File: src/rtl/and_event_counter_pkg.sv
// and_event_pkg: shared types and defaults for the AND event counter slice.
//   evt_state_e : qualification FSM state (IDLE=00, QUAL=01, ACTIVE=10)
//   DEF_CNT_W   : default event counter width
//   DEF_HOLD    : default number of consecutive high samples per event
package and_event_pkg;
  typedef enum logic [1:0] {
    IDLE   = 2'b00,
    QUAL   = 2'b01,
    ACTIVE = 2'b10
  } evt_state_e;

  localparam int DEF_CNT_W = 8;
  localparam int DEF_HOLD  = 3;
endpackage

File: src/rtl/and_event_counter_if.sv
// and_event_counter_if: control, sample input and status outputs of the
// AND event counter.
//   en, clr, y_in          : driven by the master (upstream / control)
//   event_pulse, active,
//   count[CNT_W], sat      : driven by the slave (the counter block)
interface and_event_counter_if
  import and_event_pkg::*;
#(
  parameter int CNT_W = DEF_CNT_W
);
  logic             en;
  logic             clr;
  logic             y_in;
  logic             event_pulse;
  logic             active;
  logic [CNT_W-1:0] count;
  logic             sat;

  modport master (output en, clr, y_in, input event_pulse, active, count, sat);
  modport slave  (input en, clr, y_in, output event_pulse, active, count, sat);
endinterface

File: src/rtl/and_event_counter_sat_counter.sv
// sat_counter: W-bit saturating up-counter with a sticky all-ones flag.
//   clk, rst_n : clock, async active-low reset
//   clr        : synchronous clear of q and sat (wins over inc)
//   inc        : count one event
//   q          : event count, holds at all-ones
//   sat        : set on the edge q reaches all-ones, cleared by clr/reset
module sat_counter #(
  parameter int W = 8
) (
  input  logic         clk,
  input  logic         rst_n,
  input  logic         clr,
  input  logic         inc,
  output logic [W-1:0] q,
  output logic         sat
);
  localparam logic [W-1:0] MAX = '1;

  always_ff @(posedge clk or negedge rst_n) begin
    if (!rst_n) begin
      q   <= '0;
      sat <= 1'b0;
    end else if (clr) begin
      q   <= '0;
      sat <= 1'b0;
    end else if (inc && q != MAX) begin
      q <= q + 1'b1;
      if (q == MAX - 1'b1) sat <= 1'b1;
    end
  end
endmodule

File: src/rtl/and_event_counter.sv
// and_event_counter: qualifies the upstream reduction-AND output as an event
// once it has been high for HOLD consecutive samples, emits a one-cycle
// event_pulse per high run and counts events in a saturating counter.
//   clk, rst_n : clock, async active-low reset
//   bus.slave  : en, clr, y_in in; event_pulse, active, count, sat out
// Optional: define AND_EVT_SYNC_EN to pass y_in through a 2-flop
// synchronizer (adds 2 cycles of latency) for asynchronous upstream sources.
module and_event_counter
  import and_event_pkg::*;
#(
  parameter int CNT_W = DEF_CNT_W,
  parameter int HOLD  = DEF_HOLD
) (
  input  logic                 clk,
  input  logic                 rst_n,
  and_event_counter_if.slave   bus
);
  localparam int             RW       = $clog2(HOLD + 1);
  localparam logic [RW-1:0]  RUN_LAST = RW'(HOLD - 1);

  evt_state_e    state;
  logic [RW-1:0] run;
  logic          y_s;
  logic          fire;

`ifdef AND_EVT_SYNC_EN
  logic [1:0] y_sync;
  always_ff @(posedge clk or negedge rst_n) begin
    if (!rst_n) y_sync <= '0;
    else        y_sync <= {y_sync[0], bus.y_in};
  end
  assign y_s = y_sync[1];
`else
  assign y_s = bus.y_in;
`endif

  // This edge samples the HOLD-th consecutive high (IDLE covers HOLD==1).
  assign fire = bus.en & y_s &
                ((state == IDLE && HOLD == 1) || (state == QUAL && run == RUN_LAST));

  always_ff @(posedge clk or negedge rst_n) begin
    if (!rst_n) begin
      state           <= IDLE;
      run             <= '0;
      bus.event_pulse <= 1'b0;
      bus.active      <= 1'b0;
    end else begin
      bus.event_pulse <= 1'b0;
      // Any break in the qualifying run (clr, en low, y low) returns to IDLE;
      // clr also swallows a coincident event.
      if (bus.clr || !bus.en || !y_s) begin
        state      <= IDLE;
        run        <= '0;
        bus.active <= 1'b0;
      end else if (fire) begin
        state           <= ACTIVE;
        run             <= '0;
        bus.active      <= 1'b1;
        bus.event_pulse <= 1'b1;
      end else if (state == IDLE) begin
        state <= QUAL;
        run   <= RW'(1);
      end else if (state == QUAL) begin
        run <= run + 1'b1;
      end
      // ACTIVE with en&y high: hold, no re-trigger.
    end
  end

  sat_counter #(.W(CNT_W)) u_cnt (
    .clk   (clk),
    .rst_n (rst_n),
    .clr   (bus.clr),
    .inc   (fire & ~bus.clr),
    .q     (bus.count),
    .sat   (bus.sat)
  );
endmodule

File: src/flat_wrapper.sv
// flat-port wrapper written by rule: the top's interface ports become plain ports
module and_event_counter_flat import and_event_pkg::*;
#(
  parameter int CNT_W = DEF_CNT_W,
  parameter int HOLD  = DEF_HOLD
)
  (clk, rst_n, bus_en, bus_clr, bus_y_in, bus_event_pulse, bus_active, bus_count, bus_sat);
  and_event_counter_if #(.CNT_W(CNT_W)) bus_i ();
  input  logic clk;
  input  logic rst_n;
  input wire logic [$bits(bus_i.en)-1:0] bus_en;
  input wire logic [$bits(bus_i.clr)-1:0] bus_clr;
  input wire logic [$bits(bus_i.y_in)-1:0] bus_y_in;
  output wire logic [$bits(bus_i.event_pulse)-1:0] bus_event_pulse;
  output wire logic [$bits(bus_i.active)-1:0] bus_active;
  output wire logic [$bits(bus_i.count)-1:0] bus_count;
  output wire logic [$bits(bus_i.sat)-1:0] bus_sat;
  assign bus_i.en = bus_en;
  assign bus_i.clr = bus_clr;
  assign bus_i.y_in = bus_y_in;
  assign bus_event_pulse = bus_i.event_pulse;
  assign bus_active = bus_i.active;
  assign bus_count = bus_i.count;
  assign bus_sat = bus_i.sat;
  and_event_counter #(.CNT_W(CNT_W), .HOLD(HOLD)) u_core (.clk(clk), .rst_n(rst_n), .bus(bus_i));
endmodule
File: config.mk
export PLATFORM = sky130hd
export DESIGN_NAME = and_event_counter_flat
export DESIGN_NICKNAME = d
export VERILOG_FILES = /design/src/rtl/and_event_counter_pkg.sv /design/src/rtl/and_event_counter_if.sv /design/src/rtl/and_event_counter_sat_counter.sv /design/src/rtl/and_event_counter.sv /design/src/flat_wrapper.sv
export SDC_FILE = /design/constraint.sdc
export NUM_CORES = 1
export LEC_CHECK = 0
export CORE_AREA = 3 3 46 48
export CTS_CLUSTER_DIAMETER = 60
export DETAILED_ROUTE_END_ITERATION = 10
export DIE_AREA = 0 0 49 51
export PLACE_DENSITY = 0.72
export SYNTH_ARGS = -nofsm -noshare
export SYNTH_HDL_FRONTEND = slang
export SYNTH_SLANG_ARGS = --single-unit
File: constraint.sdc
create_clock -name clk -period 1.8 [get_ports clk]
set_input_delay 0.36 -clock clk [delete_from_list [all_inputs] [get_ports clk]]
set_output_delay 0.36 -clock clk [all_outputs]
set_load 0.05 [all_outputs]
==> results.txt <==
The run finished with clean final reports. The combinational cell fraction of total power came out at 6.5%. In this run the count of I/O pins placed on the die edge is 16. The sum of met3 wire segment lengths after detailed routing is 66 um. Routed signal wires occupy layers up through met4. The number of setup violations in the final report came out at 0. Before CTS, the worst setup slack after placement is -14.7 ps. The total congestion overflow came out at 0. Yosys attributes the largest share of cell area to dfrtp_1 44%, nand3b_4 4.7%, ha_1 4.4%. The clock network fraction of total power came out at 33.6%. The detailed router finished its first iteration with 5 violations.

In this run the worst setup path begins at u_core.u_cnt.q[0]$_DFFE_PN0P_. The number of global-route vias before repair came out at 699. The clock tree skew after final layout is 0.872 ps. STA classifies the critical path startpoint as a register. Using the TritonRoute via totals, the vias-per-cell ratio works out to 5.47. The switching power as a share of total power is 22.4%. Derived from the worst setup path, the maximum achievable clock frequency is 594 MHz. In this run, post-CTS hold repair placed 0 buffers. The instance count of the mapped netlist is 78. On the final layout, the worst hold slack is 311 ps.

The die is 49 um wide. The post-synthesis register bit count came out at 15. Summed over all instances, the cell type with the most area after synthesis is dfrtp_1. The area share of the leading cell type in the synthesized netlist is 43.6%. The number of buffers inserted during clock tree synthesis is 3. The total power of the final layout is 0.000569 W. The number of maximum-capacitance constraint violations came out at 0.

The clock root buffer is clkbuf_4. In this run the deepest clock path goes through 2 buffers. The area growth from synthesis to final layout came out at 24.0%. Setup repair after global routing left no endpoint under its margin.

The cell area after technology mapping is 861 sq um. The TritonCTS clock tree is done. The final weighted congestion in routability-driven placement came out at 0.816. The largest voltage drop on the vdd net is 0.382 mV.

The first-pass GRT wire length came out at 3180 um. The average instance area after synthesis came out at 11.0 sq um. The fraction of final layout cells sized beyond drive strength 1 came out at 33.7%. The endpoint identified for the worst register-to-register timing path is u_core.u_cnt.q[7]$_DFFE_PN0P_.

Input and output buffers added on the ports amount to 15. The number of antenna diodes in the final layout is 0. The number of synthesized flops with an enable pin is 0. The clock-pin slew reported for the worst setup and hold paths after clock tree synthesis is 80 ps. The tightest min-delay check is of the input port to asynchronous set/reset pin type. Once detailed placement completed, the half-perimeter wirelength came to 1390 um. The floorplan step set the die height to 51 um.

Synthesis instantiated 34 different standard cells from the library. STA classifies the critical path endpoint as a register. The number of pins exceeding their max-slew limit in the final report came out at 0. The maximum fanout along the worst path came out at 5. The worst register-to-register path begins at u_core.u_cnt.q[0]$_DFFE_PN0P_.

The detail route stage leaves a number of antenna-violating nets equal to 0. The core footprint came out at 0.00175 sq mm. The sequential element share of the synthesized area came out at 43.6%. The final routed wire length divided by cell count came out at 13.7 um. The type of the setup path with the least slack is register to register. The total wire length after detailed routing is 1730 um. The critical path arrival came out at 1860 ps. Setup slack on the critical path of the routed design comes to 115 ps. Clock latency on the worst-skew pair, taken at its later pin, is 280 ps.

The global-route total usage across every layer is 16.6%. In the finished design, the share of the clock period the worst path needs comes to 93.6%. The number of levels the H-tree was split into came out at 1. The number of antenna violations at the first check in global routing is 0. For this block, wires on met1 add up to 715 um. The required time reported for the critical path endpoint came out at 1980 ps. The amount of wire on met2 after detailed routing is 917 um.

Entering global routing, the biggest net connects 11 pins. The design internal power came out at 0.000441 W. The number of failing hold endpoints at the final stage is 0.

The vias after detailed routing is 689. The total power density per cell area came out at 533 mW/mm^2. The share of total power in sequential cells came out at 59.8%. The placed cell area is 0.00104 sq mm.

Sorting the synthesized cells by how often they occur yields 15 x dfrtp_1, 10 x nor2_1, 6 x a21oi_1, 4 x nand3_1, 4 x nor3_1. The count of warnings emitted by yosys came out at 0. The number of design rule violations left after detail routing is 0. The summed area of non-filler cells in the final layout came out at 0.00107 sq mm. The starting density of the core is 49.3%. The overall die area came out at 0.00250 sq mm.

The post-synth net total came out at 86. The leakage power came out at 0.520 nW. The number of sinks driven by the clock tree is 15. Row generation in the floorplan step produced 15 rows. Counting flops with an async set or reset pin after synthesis yields a share of 100%. Before antenna repair, the detailed router went through 4 iterations.

The time the final worst path needs with I/O delays and setup is 1680 ps. In the post-synthesis netlist, the cell with the most instances is dfrtp_1. The actual transition at the worst max-transition pin is 321 ps. Headroom to the max-slew limit came out at 78.6%. The dominant synthesized flop cell is dfrtp_1. Counting the fill cells in the layout gives 169. The slack of the worst reg-to-reg path is 120 ps. The count of nets after finishing is 110.

In this run the worst setup path terminates at u_core.u_cnt.q[7]$_DFFE_PN0P_. The reported net switching power is 0.000128 W. The number of cells traversed by the worst register-to-register path came out at 6.
-- sequential cells by signal, summed over array words and instances (netlist names) --
signal,flops
u_core.u_cnt.q,8
u_core.run,2
u_core.state,2
u_core.bus.active,1
u_core.bus.event_pulse,1
u_core.u_cnt.sat,1
-- stage by stage --
stage	setup TNS, ps	utilization (%)	std cells
2_1_floorplan	0	-	78
3_3_place_gp	0	59.5	122
3_5_place_dp	-14.7	59.5	122
4_1_cts	0	61.0	126
5_1_grt	0	61.1	126
6_report	0	61.1	126
-- cell families after synthesis --
| logic type | share of synthesized area [%] |
|---|---|
| simple gates | 24.6 |
| compound gates | 20.1 |
| flops | 43.6 |
| buf+inv | 5.23 |
| fa+ha+maj | 4.36 |
| xor+xnor | 1.02 |
| mux | 1.16 |
-- cell type report --
cell class              count  area [sq um]  share of cell area [%]
well taps                  25          31.3                    2.93
clock buffers               4          26.3                    2.46
repair buffers             22           175                    16.4
multi-input cells          57           445                    41.7
inverters                   3          11.3                    1.06
flip-flops and latches     15           378                    35.4
-- how the worst min path moves through the flow --
stage / startpoint / endpoint / slack, ps
6_report: rst_n / u_core.bus.active$_DFFE_PN0N_ / 310
5_1_grt: rst_n / u_core.bus.active$_DFFE_PN0N_ / 310
4_1_cts: rst_n / u_core.bus.active$_DFFE_PN0N_ / 320
3_5_place_dp: u_core.bus.active$_DFFE_PN0N_ / u_core.bus.active$_DFFE_PN0N_ / 490
3_3_place_gp: u_core.bus.active$_DFFE_PN0N_ / u_core.bus.active$_DFFE_PN0N_ / 480
2_1_floorplan: rst_n / u_core.bus.active$_DFFE_PN0N_ / 60
-- placed cells by master, fill, tap and decap left out, drive strengths merged --
master | Yosys | final
a21boi | 1 | 1
nand3b | 2 | 2
nand2b | 1 | 1
a22o | 1 | 1
nor4b | 1 | 1
o21ai | 1 | 1
a311o | 1 | 1
a211oi | 3 | 3
a31oi | 1 | 1
nor2 | 11 | 11
nand2 | 3 | 3
inv | 3 | 3
a21o | 1 | 1
o31ai | 1 | 1
nor2b | 1 | 1
clkbuf | 0 | 4
dfrtp | 15 | 15
ha | 3 | 3
nor3 | 5 | 5
mux2i | 1 | 1
clkdlybuf4s50 | 0 | 4
and4 | 1 | 1
o32ai | 1 | 1
a311oi | 1 | 1
nand3 | 4 | 4
and3 | 2 | 2
a21oi | 6 | 6
xnor2 | 1 | 1
a2111oi | 1 | 1
nand4 | 1 | 1
a2bb2oi | 1 | 1
buf | 3 | 18
-- worst max-delay path, stage by stage (launching register included) --
cell	delay, ps
dfrtp_2	440
ha_2	210
and3_1	260
buf_4	180
nor3_2	130
o32ai_1	120
a22o_1	240
-- power groups by stage --
stage	Combinational [W]	Clock, W	Sequential, W
global placement	0.0000368	0	0.000347
floorplan	0.0000172	0	0.000347
finish	0.0000371	0.000191	0.000340
global route	0.0000404	0.000221	0.000341
CTS	0.0000381	0.000198	0.000341
detailed placement	0.0000378	0	0.000347
-- routing by layer --
layer / track usage [%] / vias up
met3: 2.92 / 4
met1: 20.3 / 337
li1: - / 335
met4: 5.69 / 0
met5: 0 / -
met2: 29.6 / 13
-- repair_timing --
action | 4_1_cts | 5_1_grt
setup buffers | 0 | 0
gates resized for setup | 0 | 1
setup endpoints to repair | 0 | 1
endpoints found under the hold margin | 0 | 0
Power figures use the tool's default switching activity.
